[config.mk]
export PLATFORM = sky130hd
export DESIGN_NAME = matmul_tile_sched
export DESIGN_NICKNAME = d
export VERILOG_FILES = /design/src/rtl/matmul_tile_sched_pkg.sv /design/src/rtl/matmul_tile_sched_tile_addr_gen.sv /design/src/rtl/matmul_tile_sched.sv
export SDC_FILE = /design/constraint.sdc
export NUM_CORES = 1
export LEC_CHECK = 0
export BUFFER_PORTS_ARGS = -buffer_cell sky130_fd_sc_hd__clkbuf_2
export CAP_MARGIN = 20
export CORE_UTILIZATION = 35
export DETAILED_ROUTE_END_ITERATION = 10
export MAX_ROUTING_LAYER = met4
export SYNTH_ARGS = -nofsm -noshare
export SYNTH_HDL_FRONTEND = slang
export SYNTH_SLANG_ARGS = --single-unit
export TNS_END_PERCENT = 20
[constraint.sdc]
create_clock -name clk -period 3.2 [get_ports clk]
set_input_delay 0.64 -clock clk [delete_from_list [all_inputs] [get_ports clk]]
set_output_delay 0.64 -clock clk [all_outputs]
set_load 0.01 [all_outputs]
[src/rtl/matmul_tile_sched_pkg.sv]
// Shared constants and state encoding for the matmul tile scheduler.
// Used by the scheduler top and its address generator.
package matmul_tile_sched_pkg;

   localparam int MAT_MUL_SIZE = 4;
   localparam int AWIDTH       = 10;
   localparam int DIM_WIDTH    = 8;
   localparam int TC_WIDTH     = 2*DIM_WIDTH + 8;

   typedef enum logic [2:0] {
      S_IDLE   = 3'd0,
      S_LAUNCH = 3'd1,
      S_WAIT   = 3'd2,
      S_GAP    = 3'd3,
      S_DONE   = 3'd4
   } state_e;

endpackage

[src/rtl/matmul_tile_sched_tile_addr_gen.sv]
// Tile index counters and incremental A/B/C address registers.
// Loop order: k innermost, then n, then m; no multipliers.
module tile_addr_gen #(
   parameter int MAT_MUL_SIZE = 4,
   parameter int AWIDTH       = 10,
   parameter int DIM_WIDTH    = 8
) (
   input  logic                 clk,
   input  logic                 resetn,
   input  logic                 load_i,
   input  logic                 adv_i,
   input  logic [DIM_WIDTH-1:0] num_m_i,
   input  logic [DIM_WIDTH-1:0] num_n_i,
   input  logic [DIM_WIDTH-1:0] num_k_i,
   input  logic [AWIDTH-1:0]    base_a_i,
   input  logic [AWIDTH-1:0]    base_b_i,
   input  logic [AWIDTH-1:0]    base_c_i,
   input  logic [AWIDTH-1:0]    stride_a_i,
   input  logic [AWIDTH-1:0]    stride_b_i,
   input  logic [AWIDTH-1:0]    stride_c_i,
   output logic [AWIDTH-1:0]    addr_a_o,
   output logic [AWIDTH-1:0]    addr_b_o,
   output logic [AWIDTH-1:0]    addr_c_o,
   output logic                 acc_o,
   output logic                 last_o
);

   import matmul_tile_sched_pkg::*;

   localparam logic [AWIDTH-1:0]    STEP = AWIDTH'(MAT_MUL_SIZE);
   localparam logic [DIM_WIDTH-1:0] ONE  = DIM_WIDTH'(1);

   logic [DIM_WIDTH-1:0] k_q, k_d, n_q, n_d, m_q, m_d;
   logic [DIM_WIDTH-1:0] kl_q, kl_d, nl_q, nl_d, ml_q, ml_d;
   logic [AWIDTH-1:0]    bb_q, bb_d;
   logic [AWIDTH-1:0]    sa_q, sa_d, sb_q, sb_d, sc_q, sc_d;
   logic [AWIDTH-1:0]    rowa_q, rowa_d, rowc_q, rowc_d;
   logic [AWIDTH-1:0]    colb_q, colb_d;
   logic [AWIDTH-1:0]    a_q, a_d, b_q, b_d, c_q, c_d;
   logic                 acc_q, acc_d;

   // Load on run start, otherwise step to the next tile on advance.
   always_comb begin
      k_d    = k_q;
      n_d    = n_q;
      m_d    = m_q;
      kl_d   = kl_q;
      nl_d   = nl_q;
      ml_d   = ml_q;
      bb_d   = bb_q;
      sa_d   = sa_q;
      sb_d   = sb_q;
      sc_d   = sc_q;
      rowa_d = rowa_q;
      rowc_d = rowc_q;
      colb_d = colb_q;
      a_d    = a_q;
      b_d    = b_q;
      c_d    = c_q;
      acc_d  = acc_q;
      if (load_i) begin
         k_d    = '0;
         n_d    = '0;
         m_d    = '0;
         kl_d   = num_k_i - ONE;
         nl_d   = num_n_i - ONE;
         ml_d   = num_m_i - ONE;
         bb_d   = base_b_i;
         sa_d   = stride_a_i;
         sb_d   = stride_b_i;
         sc_d   = stride_c_i;
         rowa_d = base_a_i;
         rowc_d = base_c_i;
         colb_d = base_b_i;
         a_d    = base_a_i;
         b_d    = base_b_i;
         c_d    = base_c_i;
         acc_d  = 1'b0;
      end else if (adv_i) begin
         if (k_q != kl_q) begin
            k_d   = k_q + ONE;
            a_d   = a_q + STEP;
            b_d   = b_q + STEP;
            acc_d = 1'b1;
         end else if (n_q != nl_q) begin
            k_d    = '0;
            n_d    = n_q + ONE;
            a_d    = rowa_q;
            colb_d = colb_q + sb_q;
            b_d    = colb_q + sb_q;
            c_d    = c_q + STEP;
            acc_d  = 1'b0;
         end else if (m_q != ml_q) begin
            k_d    = '0;
            n_d    = '0;
            m_d    = m_q + ONE;
            rowa_d = rowa_q + sa_q;
            rowc_d = rowc_q + sc_q;
            a_d    = rowa_q + sa_q;
            colb_d = bb_q;
            b_d    = bb_q;
            c_d    = rowc_q + sc_q;
            acc_d  = 1'b0;
         end
      end
   end

   // Index, stride and address registers.
   always_ff @(posedge clk or negedge resetn) begin
      if (!resetn) begin
         k_q    <= '0;
         n_q    <= '0;
         m_q    <= '0;
         kl_q   <= '0;
         nl_q   <= '0;
         ml_q   <= '0;
         bb_q   <= '0;
         sa_q   <= '0;
         sb_q   <= '0;
         sc_q   <= '0;
         rowa_q <= '0;
         rowc_q <= '0;
         colb_q <= '0;
         a_q    <= '0;
         b_q    <= '0;
         c_q    <= '0;
         acc_q  <= 1'b0;
      end else begin
         k_q    <= k_d;
         n_q    <= n_d;
         m_q    <= m_d;
         kl_q   <= kl_d;
         nl_q   <= nl_d;
         ml_q   <= ml_d;
         bb_q   <= bb_d;
         sa_q   <= sa_d;
         sb_q   <= sb_d;
         sc_q   <= sc_d;
         rowa_q <= rowa_d;
         rowc_q <= rowc_d;
         colb_q <= colb_d;
         a_q    <= a_d;
         b_q    <= b_d;
         c_q    <= c_d;
         acc_q  <= acc_d;
      end
   end

   assign addr_a_o = a_q;
   assign addr_b_o = b_q;
   assign addr_c_o = c_q;
   assign acc_o    = acc_q;
   assign last_o   = (k_q == kl_q) && (n_q == nl_q) && (m_q == ml_q);

endmodule

[src/rtl/matmul_tile_sched.sv]
// Run-level FSM sequencing the 4x4 matmul over an M x N x K tile grid.
// Optional perf counters behind macro TILE_SCHED_PERF_EN.
module matmul_tile_sched #(
   parameter int MAT_MUL_SIZE = matmul_tile_sched_pkg::MAT_MUL_SIZE,
   parameter int AWIDTH       = matmul_tile_sched_pkg::AWIDTH,
   parameter int DIM_WIDTH    = matmul_tile_sched_pkg::DIM_WIDTH
) (
   input  logic                     clk,
   input  logic                     resetn,
   input  logic                     start,
   input  logic                     abort,
   input  logic [DIM_WIDTH-1:0]     num_m_tiles,
   input  logic [DIM_WIDTH-1:0]     num_n_tiles,
   input  logic [DIM_WIDTH-1:0]     num_k_tiles,
   input  logic [AWIDTH-1:0]        base_a,
   input  logic [AWIDTH-1:0]        base_b,
   input  logic [AWIDTH-1:0]        base_c,
   input  logic [AWIDTH-1:0]        stride_a,
   input  logic [AWIDTH-1:0]        stride_b,
   input  logic [AWIDTH-1:0]        stride_c,
   output logic                     start_mat_mul,
   input  logic                     done_mat_mul,
   output logic [AWIDTH-1:0]        address_mat_a,
   output logic [AWIDTH-1:0]        address_mat_b,
   output logic [AWIDTH-1:0]        address_mat_c,
   output logic                     accumulate,
   output logic                     busy,
   output logic                     done,
   output logic                     cfg_err,
`ifdef TILE_SCHED_PERF_EN
   output logic [31:0]              perf_cycles,
   output logic [31:0]              perf_wait,
`endif
   output logic [2*DIM_WIDTH+7:0]   tile_count
);

   import matmul_tile_sched_pkg::*;

   localparam int TCW = 2*DIM_WIDTH + 8;

   state_e         state_q, state_d;
   logic           start_q, start_d;
   logic           busy_q, busy_d;
   logic           done_q, done_d;
   logic           err_q, err_d;
   logic [TCW-1:0] cnt_q, cnt_d;
   logic           load, adv, last;
   logic           zero_dim;

   assign zero_dim = (num_m_tiles == '0) || (num_n_tiles == '0) ||
                     (num_k_tiles == '0);

   // Next-state and registered-output logic; abort overrides everything.
   always_comb begin
      state_d = state_q;
      start_d = start_q;
      busy_d  = busy_q;
      done_d  = done_q;
      err_d   = err_q;
      cnt_d   = cnt_q;
      load    = 1'b0;
      adv     = 1'b0;
      if (abort && (state_q != S_IDLE)) begin
         state_d = S_IDLE;
         start_d = 1'b0;
         busy_d  = 1'b0;
         done_d  = 1'b0;
         err_d   = 1'b0;
      end else begin
         unique case (state_q)
            S_IDLE: begin
               if (start) begin
                  load  = 1'b1;
                  cnt_d = '0;
                  if (zero_dim) begin
                     err_d   = 1'b1;
                     done_d  = 1'b1;
                     busy_d  = 1'b0;
                     state_d = S_DONE;
                  end else begin
                     busy_d  = 1'b1;
                     state_d = S_LAUNCH;
                  end
               end
            end
            S_LAUNCH: begin
               start_d = 1'b1;
               state_d = S_WAIT;
            end
            S_WAIT: begin
               if (done_mat_mul) begin
                  start_d = 1'b0;
                  cnt_d   = cnt_q + TCW'(1);
                  state_d = S_GAP;
               end
            end
            S_GAP: begin
               if (last) begin
                  busy_d  = 1'b0;
                  done_d  = 1'b1;
                  state_d = S_DONE;
               end else begin
                  adv     = 1'b1;
                  state_d = S_LAUNCH;
               end
            end
            S_DONE: begin
               start_d = 1'b0;
               if (!start) begin
                  done_d  = 1'b0;
                  err_d   = 1'b0;
                  state_d = S_IDLE;
               end
            end
            default: begin
               state_d = S_IDLE;
            end
         endcase
      end
   end

   // State and output registers.
   always_ff @(posedge clk or negedge resetn) begin
      if (!resetn) begin
         state_q <= S_IDLE;
         start_q <= 1'b0;
         busy_q  <= 1'b0;
         done_q  <= 1'b0;
         err_q   <= 1'b0;
         cnt_q   <= '0;
      end else begin
         state_q <= state_d;
         start_q <= start_d;
         busy_q  <= busy_d;
         done_q  <= done_d;
         err_q   <= err_d;
         cnt_q   <= cnt_d;
      end
   end

   tile_addr_gen #(
      .MAT_MUL_SIZE (MAT_MUL_SIZE),
      .AWIDTH       (AWIDTH),
      .DIM_WIDTH    (DIM_WIDTH)
   ) u_addr (
      .clk        (clk),
      .resetn     (resetn),
      .load_i     (load),
      .adv_i      (adv),
      .num_m_i    (num_m_tiles),
      .num_n_i    (num_n_tiles),
      .num_k_i    (num_k_tiles),
      .base_a_i   (base_a),
      .base_b_i   (base_b),
      .base_c_i   (base_c),
      .stride_a_i (stride_a),
      .stride_b_i (stride_b),
      .stride_c_i (stride_c),
      .addr_a_o   (address_mat_a),
      .addr_b_o   (address_mat_b),
      .addr_c_o   (address_mat_c),
      .acc_o      (accumulate),
      .last_o     (last)
   );

   assign start_mat_mul = start_q;
   assign busy          = busy_q;
   assign done          = done_q;
   assign cfg_err       = err_q;
   assign tile_count    = cnt_q;

`ifdef TILE_SCHED_PERF_EN
   logic [31:0] pc_q, pw_q;

   // Saturating busy-cycle and wait-cycle counters, cleared on run start.
   always_ff @(posedge clk or negedge resetn) begin
      if (!resetn) begin
         pc_q <= '0;
         pw_q <= '0;
      end else if ((state_q == S_IDLE) && start) begin
         pc_q <= '0;
         pw_q <= '0;
      end else begin
         if (busy_q && (pc_q != '1)) pc_q <= pc_q + 32'd1;
         if ((state_q == S_WAIT) && (pw_q != '1)) pw_q <= pw_q + 32'd1;
      end
   end

   assign perf_cycles = pc_q;
   assign perf_wait   = pw_q;
`endif

endmodule

Yosys cells after proc, flatten, opt, wreduce, memory -nomap -nowiden:

Cells that the tools add are included.
Widths: inputs -> output; s select.

* muxes and demuxes: 77
* reductions and logical operators: 28
* add/sub/neg operators: 13
* bitwise gates (word level): 1
* equal/unequal tests: 19

Operators by type and width (count)
* $mux 10: 26
* $mux 8: 14
* $mux 24: 2
* $pmux 24 s2: 1
* $add 10x10->10: 3
* $add 10x3->10 const B: 3
* $add 24x1->24 const B: 1
* $add 8x1->8 const B: 3
* $eq 8x8->1: 3
* $logic_not 8->1: 3
* $ne 8x8->1: 3
* $sub 8x1->8 const B: 3
* $mux 1: 23
* $mux 3: 6
* $ne 3x3->1 const B: 5
* $pmux 3 s5: 1
* $reduce_and 4->1: 3
* $reduce_bool 3->1: 4
* $reduce_bool 4->1: 3
* $reduce_and 3->1: 3
* $ne 2x2->1 const B: 4
* $eq 3x2->1 const B: 2
* $pmux 1 s3: 2
* $reduce_bool 2->1: 3
* other kinds (9): 14

* output and inout bits: 59
* register bits: 180

Logic depth before layout (Yosys ltp):

Gate-level depths: netlist of the first run.

* word-level depth: 8
* mapped depth: 10

Modules after synthesis:

From an unflattened synthesis of the first run, not the netlist that was laid out.

* cell total of the unflattened synthesis: 1128
* area total of the unflattened synthesis: 10518.8 um^2

By module, submodules not included
* tile_addr_gen: area an instance 8758.4 um^2, times used 1, cells an instance 932
* matmul_tile_sched: area an instance 1760.4 um^2, times used 1, cells an instance 196

Worst setup path after synthesis of the first run:

Ideal clock, no wire load.

* path kind: reg-to-reg
* start: register u_addr.colb_q[1]
* end: register u_addr.colb_q[9]
* slack: 0.972 ns
* cell stages (with the launch flop): 9
* data arrival time: 2.097 ns
* clock period less this slack: 2.228 ns
* setup time: 0.131 ns
* cell sequence: dfrtp_1 ha_1 a211oi_1 o21ai_0 a311oi_1 xor2_1 nor3_1 a211oi_1 a31oi_1

* word-level cells in the longest chain between the ends: 5

Ends and longest elaborated chain
* from (decl): RTL line matmul_tile_sched_tile_addr_gen.sv:38 `logic [AWIDTH-1:0] colb_q, colb_d;`
* from (signal assigned): RTL line matmul_tile_sched_tile_addr_gen.sv:141 `colb_q <= colb_d;`
* $add 10x10->10: RTL line matmul_tile_sched_tile_addr_gen.sv:89 `colb_d = colb_q + sb_q;`
* $mux 10: RTL line matmul_tile_sched_tile_addr_gen.sv:85 `end else if (n_q != nl_q) begin`
* $mux 10: RTL line matmul_tile_sched_tile_addr_gen.sv:80 `if (k_q != kl_q) begin`
* $mux 10: RTL line matmul_tile_sched_tile_addr_gen.sv:79 `end else if (adv_i) begin`
* $mux 10: RTL line matmul_tile_sched_tile_addr_gen.sv:61 `if (load_i) begin`

Every way passes these cells. The select of a mux whose other input is x is not followed.
A chain may end at the register's enable or synchronous reset.

Final worst setup path of the first run:

* start: register state_q[0]
* end: register u_addr.rowc_q[2]

* word-level cells in the longest chain between the ends: 5
* elaborated cells on any way between the ends: 14
* classes of those cells: eq/ne: 3; mux: 5; reduce/logical: 6

Ends and longest elaborated chain
* from (decl): RTL line matmul_tile_sched.sv:41 `state_e state_q, state_d;`
* from (signal assigned): RTL line matmul_tile_sched.sv:132 `state_q <= state_d;`
* $logic_not 3->1, or another cell as far along: RTL line matmul_tile_sched.sv:70 `unique case (state_q)`
* $mux 1 or $logic_and 1x1->1 (tied branches): RTL line matmul_tile_sched.sv:70, matmul_tile_sched.sv:63
* $mux 1: RTL line matmul_tile_sched.sv:63 `if (abort && (state_q != S_IDLE)) begin`
* $ne 2x2->1 (no source line) or $reduce_bool 2->1 (tied branches)
* $reduce_and 4->1 (no source line)
* to (signal assigned): RTL line matmul_tile_sched_tile_addr_gen.sv:140 `rowc_q <= rowc_d;`
* to (decl): RTL line matmul_tile_sched_tile_addr_gen.sv:37 `logic [AWIDTH-1:0] rowa_q, rowa_d, rowc_q, rowc_d;`

Several ways; a longest one is shown, not always the timed one.

==> impl_metrics.env, run 1 <==
export IMPL_holdCritPathClass="in -> async"
export IMPL_cp_required_ps=3530
export IMPL_grt_pass1_wl_um=47400
export IMPL_vias_per_cell=5.26
export IMPL_arrival_ps=3170
export IMPL_clock_skew_ps=17.6
export IMPL_worstSkewPairLatency_ps=450
export IMPL_worst_slew_pin_slew_ps=750
export IMPL_rsz0062_at_grt="no"
export IMPL_max_cap_violations=0
export IMPL_postCtsSetupBuffers=0
export IMPL_gp_congestion=0.917
export IMPL_root_buffer="clkbuf_16"
export IMPL_stdcell_area_mm2=0.0122
export IMPL_port_buffer_count=147
export IMPL_synthCells=1197
export IMPL_cp_start_kind="flip-flop"
export IMPL_power_frac_seq_pct=34.7
export IMPL_critical_path_class="reg -> reg"
export IMPL_cts_resized_gates=0
export IMPL_grt_pass1_vias=8819
export IMPL_die_y_um=175
export IMPL_cts_buffer_depth=2
export IMPL_layout_nets=1462
export IMPL_ir_worst_vdd_mv=0.411
export IMPL_cts_clk_slew_worst_paths_ps=70
export IMPL_async_flop_share_pct=100
export IMPL_die_width_um=175
export IMPL_drtIter0Drc=649
export IMPL_status="finished clean"
export IMPL_hpwl_um=21600
export IMPL_antenna_found_initial=0
export IMPL_switchingPower_uw=4800
export IMPL_cts_tree="built"
export IMPL_syn_area_per_cell_um2=8.72
export IMPL_finalSetupTns_ps=0
export IMPL_die_area_mm2=0.0305
export IMPL_synth_warning_count=0
export IMPL_routed_wl_um=29300
export IMPL_fill_cells=2924
export IMPL_syn_nets=1326
export IMPL_cts_hold_buf=0
export IMPL_path_max_fanout=19
export IMPL_fin_ws_ps=359
export IMPL_reg2regPathDepth=7
export IMPL_coreArea_mm2=0.0290
export IMPL_ys_seq_area_share_pct=43.1
export IMPL_cts_sinks=180
export IMPL_p_int_uw=6270
export IMPL_pwr_density_cell_mw_per_mm2=910
export IMPL_end_kind="flip-flop"
export IMPL_fmax_ghz=0.352
export IMPL_routedWlPerCell_um=17.0
export IMPL_r2r_setup_slack_ps=360
export IMPL_numCtsBuffers=17
export IMPL_r2r_end="u_addr.rowc_q[2]$_DFFE_PN0P_"
export IMPL_pre_cts_slack_ps=369
export IMPL_firstDrtPassIters=5
export IMPL_drive_gt1_share_pct=16.7
export IMPL_ys_types=75
export IMPL_ys_seq_elements=180
export IMPL_placed_cell_area_mm2=0.0116
export IMPL_grt_max_degree=58
export IMPL_whs_ps=145
export IMPL_slew_viol_final=0
export IMPL_syn_cell_area_mm2=0.0104
export IMPL_start_util_pct=36.0
export IMPL_synth_ff_type="dfrtp_1"
export IMPL_gr_total_overflow=0
export IMPL_timing_final_crit_share_pct=88.8
export IMPL_rows=62
export IMPL_switching_share_pct=43.4
export IMPL_ant_nets=0
export IMPL_track_usage_pct=20.2
export IMPL_setup_viol=0
export IMPL_num_io_pins=148
export IMPL_syn2layout_area_growth_pct=16.5
export IMPL_leakagePower_uw=0.00564
export IMPL_p_clk_share_pct=18.6
export IMPL_post_route_drc_count=0
export IMPL_period_minus_slack_ps=2840
export IMPL_htree_num_levels=4
export IMPL_r2r_start="state_q[0]$_DFFE_PN0P_"
export IMPL_pwr_share_comb_pct=46.7
export IMPL_synth_edf_count=0
export IMPL_slew_headroom_pct=49.7
export IMPL_antenna_cells=0
export IMPL_num_vias=9090
export IMPL_hold_violations=0
==> sequential cells by signal (all words and copies together), names as in the netlist, 3 cells and up <==
name,count
u_addr.ml_q,8
u_addr.n_q,8
state_q,3
u_addr.kl_q,8
u_addr.sa_q,10
u_addr.addr_b_o,10
u_addr.addr_c_o,10
u_addr.rowa_q,10
u_addr.sc_q,10
tile_count,24
u_addr.sb_q,10
u_addr.k_q,8
u_addr.bb_q,10
u_addr.m_q,8
u_addr.colb_q,10
u_addr.rowc_q,10
u_addr.addr_a_o,10
u_addr.nl_q,8
==> cells by family (layout without fill, tap and decap cells) <==
kind of cell,after synthesis,after routing,synth area share [%]
xor gates and xnor gates,101,101,8.47
and+or+nand+nor,498,498,21.6
adders and majority gates,40,40,5.01
buffers and inverters,81,228,3.50
AOI/OAI and AO/OA,284,284,17.0
DFF,180,180,43.1
muxes,13,13,1.27
==> Yosys cell counts, types with 3 or more instances <==
| master | count | area (um^2) |
|---|---|---|
| fa_1 | 3 | 60.1 |
| o22a_1 | 3 | 26.3 |
| a31oi_1 | 14 | 87.6 |
| ha_1 | 37 | 463 |
| nand2_1 | 227 | 852 |
| o211ai_1 | 9 | 67.6 |
| nor3_1 | 16 | 80.1 |
| nor4_1 | 10 | 62.6 |
| or3_1 | 4 | 25.0 |
| nand3_1 | 36 | 180 |
| a221oi_1 | 3 | 26.3 |
| o31ai_1 | 5 | 37.5 |
| a21oi_1 | 67 | 335 |
| a211o_1 | 4 | 35.0 |
| o21ai_0 | 87 | 435 |
| a21o_1 | 4 | 30.0 |
| nor2_1 | 127 | 477 |
| nand3b_1 | 3 | 22.5 |
| clkbuf_1 | 22 | 82.6 |
| mux2i_1 | 11 | 110 |
| xor2_1 | 57 | 499 |
| dfrtp_1 | 180 | 4500 |
| buf_4 | 7 | 52.6 |
| nor2b_1 | 5 | 31.3 |
| nand2b_1 | 5 | 31.3 |
| nand4_1 | 11 | 68.8 |
| and2_1 | 6 | 37.5 |
| o22ai_1 | 12 | 75.1 |
| a22oi_1 | 3 | 22.5 |
| xnor2_1 | 44 | 385 |
| o21bai_1 | 4 | 30.0 |
| inv_1 | 28 | 105 |
| o31a_1 | 5 | 43.8 |
| o21ai_1 | 13 | 65.1 |
| o21a_1 | 12 | 90.1 |
| and3_1 | 22 | 138 |
| or2_2 | 4 | 25.0 |
| o211a_1 | 3 | 30.0 |
| nor3b_1 | 5 | 37.5 |
| buf_2 | 16 | 80.1 |
| a2bb2oi_1 | 3 | 26.3 |
| buf_1 | 6 | 22.5 |
| a211oi_1 | 9 | 67.6 |
==> critical path, cell delays in order (launching register included) <==
cell	delay (ps)
dfrtp_1	630
nand3b_4	140
or2_1	360
nor3_4	490
nand3_4	400
nand2_1	420
o211ai_1	140
o21a_1	130
==> power groups by stage <==
stage	combinational (uW)	clock (uW)	sequential [uW]
after floorplan	3740	0	3700
after global placement	5090	0	3870
after detailed placement	5160	0	3870
after CTS	5200	2090	3840
after global routing	5830	2180	3950
final	5170	2060	3840
==> cell usage in the layout (no fill, tap or decap), types with 6 or more instances in the layout <==
cell type and n:
o21ai_1 13, clkbuf_16 17, o21a_1 12, dfrtp_1 180, nand4_1 11, a31oi_1 14
nand2_1 226, mux2i_1 11, and2_1 6, o22ai_1 12, buf_4 21, nor3_1 16
ha_1 37, and3_1 22, clkbuf_2 146, nor4_1 10, inv_1 28, a21oi_1 67
nor2_1 126, nand3_1 36, o21ai_0 87, xnor2_1 44, xor2_1 57, a211oi_1 9
o211ai_1 9
==> routing by layer <==
layer	global-route usage [%]	part of all wire [%]	vias up
met5	-	0	-
met2	31.5	47	271
met4	6.09	2.1	0
met1	26.6	45	4360
li1	-	-	4425
met3	3.94	6.0	34
==> per-stage QoR <==
| step | std cells | total power, uW | util, % |
|---|---|---|---|
| 6_report | 1728 | 11100 | 41.9 |
| 3_3_place_gp | 1698 | 8960 | 40.0 |
| 3_5_place_dp | 1698 | 9040 | 40.0 |
| 2_1_floorplan | 1197 | 7440 | - |
| 5_1_grt | 1728 | 12000 | 41.9 |
| 4_1_cts | 1728 | 11100 | 41.9 |
==> layout make-up <==
class	instances	area [um^2]	area share [%]
clock buffer	17	425	3.50
timing repair buffer	170	940	7.72
inverter	28	105	0.864
tap	384	480	3.95
multi-input combinational	936	5580	45.9
sequential	180	4500	37.0
clock inverter	13	126	1.04
==> how the worst max path moves through the flow <==
| stage | end | slack [ps] | cells past startpoint | startpoint |
|---|---|---|---|---|
| global route | u_addr.rowc_q[2]$_DFFE_PN0P_ | 160 | 7 | state_q[0]$_DFFE_PN0P_ |
| detailed placement | u_addr.rowc_q[2]$_DFFE_PN0P_ | 370 | 7 | abort |
| CTS | u_addr.rowc_q[2]$_DFFE_PN0P_ | 370 | 7 | state_q[0]$_DFFE_PN0P_ |
| global placement | u_addr.rowc_q[2]$_DFFE_PN0P_ | 440 | 7 | abort |
| floorplan | u_addr.colb_q[9]$_DFFE_PN0P_ | 970 | 8 | u_addr.colb_q[1]$_DFFE_PN0P_ |
| finish | u_addr.rowc_q[2]$_DFFE_PN0P_ | 360 | 7 | state_q[0]$_DFFE_PN0P_ |
No activity file was read; power rests on OpenSTA's default activity.
==> inputs of run 2 (changes only) <==
- PLACE_DENSITY: default -> 0.54
==> impl_metrics.env, run 2 (synthesis results as in run 1) <==
export IMPL_status="finished clean"
export IMPL_pwr_density_cell_mw_per_mm2=907
export IMPL_grt_use_met1_pct=27.1
export IMPL_drive_gt1_share_pct=17.2
export IMPL_fmax_ghz=0.351
export IMPL_num_io_pins=148
export IMPL_end_kind="flip-flop"
export IMPL_critical_path_class="reg -> reg"
export IMPL_worst_slew_pin_slew_ps=816
export IMPL_pre_cts_slack_ps=363
export IMPL_layout_nets=1469
export IMPL_worstSkewPairLatency_ps=450
export IMPL_r2r_start="u_addr.n_q[2]$_DFFE_PN0P_"
export IMPL_postCtsSetupBuffers=0
export IMPL_numCtsBuffers=17
export IMPL_num_vias=9014
export IMPL_fill_cells=2950
export IMPL_clock_skew_ps=19.8
export IMPL_gp_congestion=0.832
export IMPL_setup_viol=0
export IMPL_slew_viol_final=0
export IMPL_ir_worst_vdd_mv=0.384
export IMPL_antenna_cells=0
export IMPL_cts_buffer_depth=2
export IMPL_period_minus_slack_ps=2850
export IMPL_holdCritPathClass="in -> async"
export IMPL_coreArea_mm2=0.0290
export IMPL_die_y_um=175
export IMPL_mostFrequentLayoutCells="226 x nand2_1, 180 x dfrtp_1, 146 x clkbuf_2"
export IMPL_rows=62
export IMPL_ant_nets=0
export IMPL_leakagePower_uw=0.00571
export IMPL_path_max_fanout=16
export IMPL_final_common_cell="nand2_1"
export IMPL_grt_use_met2_pct=30.5
export IMPL_largest_register_ffs=24
export IMPL_whs_ps=193
export IMPL_dp_cells=1705
export IMPL_max_cap_violations=0
export IMPL_post_route_drc_count=0
export IMPL_firstDrtPassIters=5
export IMPL_port_buffer_count=147
export IMPL_cts_hold_buf=0
export IMPL_grt_pass1_wl_um=47200
export IMPL_track_usage_pct=20.1
export IMPL_drtIter0Drc=670
export IMPL_cts_clk_slew_worst_paths_ps=90
export IMPL_antenna_found_initial=0
export IMPL_met3_usage_pct=4.07
export IMPL_top_usage_layer="met2"
export IMPL_slew_headroom_pct=45.3
export IMPL_r2r_setup_slack_ps=350
export IMPL_reg2regPathDepth=8
export IMPL_cts_resized_gates=0
export IMPL_crit_start="u_addr.n_q[2]$_DFFE_PN0P_"
export IMPL_cp_start_kind="flip-flop"
export IMPL_finalSetupTns_ps=0
export IMPL_gr_total_overflow=0
export IMPL_start_util_pct=36.0
export IMPL_hold_violations=0
export IMPL_r2r_end="u_addr.addr_a_o[4]$_DFFE_PN0P_"
export IMPL_utilization_pct=42.3
export IMPL_fin_ws_ps=349
export IMPL_rsz0062_at_grt="no"
export IMPL_die_area_mm2=0.0305
export IMPL_timing_final_crit_share_pct=89.1
export IMPL_cts_sinks=180
export IMPL_cp_required_ps=3570
export IMPL_die_width_um=175
export IMPL_routedWlPerCell_um=16.8
export IMPL_crit_path_end="u_addr.addr_a_o[4]$_DFFE_PN0P_"
export IMPL_cts_tree="built"
export IMPL_grt_pass1_vias=8767
export IMPL_root_buffer="clkbuf_16"
export IMPL_htree_num_levels=4
export IMPL_arrival_ps=3220
export IMPL_syn2layout_area_growth_pct=17.5
export IMPL_routed_wl_um=29100
export IMPL_grt_max_degree=74
export IMPL_hpwl_um=21300
export IMPL_vias_per_cell=5.19
export IMPL_fin_cells=1737
-- run 2: cell types whose count changed in the layout (fill, tap and decap cells not counted) --
cell and delta:
clkbuf_1 +1, buf_12 +1, buf_6 -1, inv_6 +1, clkinv_8 +1, inv_8 +4, clkinv_4 -1, clkinvlp_4 -4
clkbuf_8 +1, buf_4 +6
-- run 2: routing by layer --
layer  routed length, um  share of wire, %
met4                 542               1.9
met1               13600                47
met2               13300                46
met5                   0                 0
met3                1680               5.8
-- run 2: layout make-up --
class	count	area (um^2)	share of cell area [%]
clock buffers	18	429	3.50
repair buffers	177	1010	8.21
multi-input cells	936	5580	45.5
well taps	384	480	3.92
flip-flops and latches	180	4500	36.7
inverters	28	105	0.857
clock inverters	14	158	1.29
-- run 2: power by group --
part	total, uW	switching [uW]	internal [uW]
clock	2170	1050	1120
sequential	3830	753	3080
combinational	5130	3000	2130
-- run 2: worst min-delay path by stage --
stage	slack [ps]	startpoint	cells after the start	to
2_1_floorplan	340	resetn	0	busy$_DFFE_PN0P_
3_3_place_gp	460	u_addr.bb_q[4]$_DFFE_PN0P_	2	u_addr.bb_q[4]$_DFFE_PN0P_
3_5_place_dp	460	u_addr.bb_q[4]$_DFFE_PN0P_	2	u_addr.bb_q[4]$_DFFE_PN0P_
4_1_cts	220	resetn	1	u_addr.acc_o$_DFFE_PN0P_
5_1_grt	240	resetn	1	u_addr.acc_o$_DFFE_PN0P_
6_report	190	resetn	1	u_addr.acc_o$_DFFE_PN0P_
-- run 2: metrics by stage --
stage | total power (uW) | cell area (um^2)
after floorplan | 7440 | 10400
after CTS | 11200 | 12300
after global placement | 8940 | 11700
after global routing | 12100 | 12300
after detailed placement | 9010 | 11700
final | 11100 | 12300
-- run 2: worst max-delay path: stages, from the launching register on --
cell and delay (ps):
dfrtp_1 470, xor2_1 200, nor4_4 570, nand2_2 400, o31a_1 550, nor2_2 200, buf_4 210, o21ai_1 90
nand3_1 80
==> inputs of run 3 (changes only) <==
- RECOVER_POWER: default -> 25
==> impl_metrics.env, run 3 (synthesis results as in run 1) <==
export IMPL_status="complete, but fails checks"
export IMPL_violations="capacitance limit, slew limit"
export IMPL_largest_register_ffs=24
export IMPL_ant_nets=0
export IMPL_arrival_ps=3260
export IMPL_ir_worst_vdd_mv=0.385
export IMPL_routed_wl_met2_um=13300
export IMPL_slowest_stage="nor4_4"
export IMPL_cts_hold_buf=0
export IMPL_period_minus_slack_ps=2880
export IMPL_routed_wl_um=29100
export IMPL_routedWlPerCell_um=16.8
export IMPL_cp_start_kind="flip-flop"
export IMPL_multi_input_area_mm2=0.00558
export IMPL_top_layer="met4"
export IMPL_hold_violations=0
export IMPL_layout_nets=1469
export IMPL_start_util_pct=36.0
export IMPL_coreArea_mm2=0.0290
export IMPL_drtIter0Drc=637
export IMPL_cts_tree="built"
export IMPL_die_y_um=175
export IMPL_switchingPower_uw=4800
export IMPL_path_max_fanout=16
export IMPL_fmax_ghz=0.347
export IMPL_port_buffer_count=147
export IMPL_syn2layout_area_growth_pct=17.4
export IMPL_numCtsBuffers=17
export IMPL_firstDrtPassIters=5
export IMPL_rsz0062_at_grt="no"
export IMPL_gp_congestion=0.832
export IMPL_power_frac_seq_pct=34.4
export IMPL_slew_headroom_pct=-36.2
export IMPL_path_cells="xor2_1 > nor4_4 > nand2_2 > o31a_1 > nor2_2 > buf_4 > o21ai_1 > nand3_1"
export IMPL_die_width_um=175
export IMPL_crit_family="simple AND/OR/NAND/NOR gates"
export IMPL_whs_ps=371
export IMPL_mostFrequentLayoutCells="226 x nand2_1, 180 x dfrtp_1, 147 x clkbuf_2"
export IMPL_track_usage_pct=20.1
export IMPL_pwr_share_comb_pct=46.1
export IMPL_grt_max_degree=74
export IMPL_clock_skew_ps=22.3
export IMPL_postCtsSetupBuffers=0
export IMPL_dr_wl_met3_um=1550
export IMPL_gr_total_overflow=0
export IMPL_seq_area_mm2=0.00450
export IMPL_antenna_found_initial=0
export IMPL_num_vias=9008
export IMPL_rows=62
export IMPL_cp_required_ps=3580
export IMPL_crit_path_max_incr_delay_ps=580
export IMPL_holdCritPathClass="in -> reg"
export IMPL_htree_num_levels=4
export IMPL_pwr_density_cell_mw_per_mm2=908
export IMPL_wl_met1_um=13700
export IMPL_die_area_mm2=0.0305
export IMPL_num_io_pins=148
export IMPL_root_buffer="clkbuf_16"
export IMPL_fill_cells=2953
export IMPL_cp_num_buf_inv=1
export IMPL_p_int_uw=6330
export IMPL_worst_slew_pin_slew_ps=2040
export IMPL_p_clk_share_pct=19.5
export IMPL_grt_pass1_vias=8767
export IMPL_post_route_drc_count=0
export IMPL_timing_final_crit_share_pct=90.1
export IMPL_finalSetupTns_ps=0
export IMPL_drive_gt1_share_pct=17.2
export IMPL_cts_sinks=180
export IMPL_cts_resized_gates=0
export IMPL_max_cap_violations=1
export IMPL_cts_clk_slew_worst_paths_ps=90
export IMPL_grt_pass1_wl_um=47200
export IMPL_hpwl_um=21300
export IMPL_leakagePower_uw=0.00571
export IMPL_slew_viol_final=72
export IMPL_vias_per_cell=5.19
export IMPL_final_common_cell="nand2_1"
export IMPL_cts_buffer_depth=2
export IMPL_critical_path_class="reg -> reg"
export IMPL_end_kind="flip-flop"
export IMPL_setup_viol=0
export IMPL_worstSkewPairLatency_ps=460
export IMPL_switching_share_pct=43.1
export IMPL_antenna_cells=0
==> run 3: cell count changes in the layout (fill, tap and decap cells not counted) <==
cell / previous run / this run
clkbuf_8: 1 / 0
clkbuf_2: 146 / 147
==> run 3: area by class of cell <==
cell class,count,share of cell area [%]
tap,384,3.92
clock buffer,18,3.50
multi-input combinational,936,45.5
clock inverter,14,1.29
inverter,28,0.857
timing repair buffer,177,8.14
sequential,180,36.7
==> run 3: final timing paths <==
path	endpoint	slack [ps]	from	cells past startpoint
max in group asynchronous	u_addr.sb_q[4]$_DFFE_PN0P_	1220	resetn	1
max reg2reg	u_addr.addr_a_o[4]$_DFFE_PN0P_	320	u_addr.n_q[2]$_DFFE_PN0P_	8
min	u_addr.sb_q[5]$_DFFE_PN0P_	370	stride_b[5]	3
min in group asynchronous	u_addr.acc_o$_DFFE_PN0P_	730	resetn	1
min reg2reg	u_addr.sc_q[5]$_DFFE_PN0P_	480	u_addr.sc_q[5]$_DFFE_PN0P_	2
max	u_addr.addr_a_o[4]$_DFFE_PN0P_	320	u_addr.n_q[2]$_DFFE_PN0P_	8
==> run 3: per-stage QoR <==
stage	utilization [%]	cells	setup WS [ps]	cell area, um^2	power [uW]
after floorplan	-	1197	972	10400	7440
after global placement	40.3	1705	374	11700	8940
after detailed placement	40.3	1705	363	11700	9010
after CTS	42.3	1737	337	12300	11200
after global routing	42.3	1737	224	12300	12100
final	42.3	1737	318	12300	11100
==> run 3: per-layer routing <==
metal / up-vias / global-route usage (%)
li1: 4449 / -
met1: 4289 / 27.1
met2: 234 / 30.5
met3: 36 / 4.07
met4: 0 / 5.98
met5: - / -
==> run 3: tightest hold or removal path, stage by stage <==
cell,delay [ps]
clkbuf_2,70
nand2_1,40
nand2_1,50
==> run 3: power by group through the flow <==
stage | clock [uW] | combinational [uW] | sequential (uW)
6_report | 2170 | 5130 | 3830
5_1_grt | 2300 | 5810 | 3930
4_1_cts | 2230 | 5170 | 3830
3_5_place_dp | 0 | 5140 | 3870
3_3_place_gp | 0 | 5080 | 3860
2_1_floorplan | 0 | 3740 | 3700
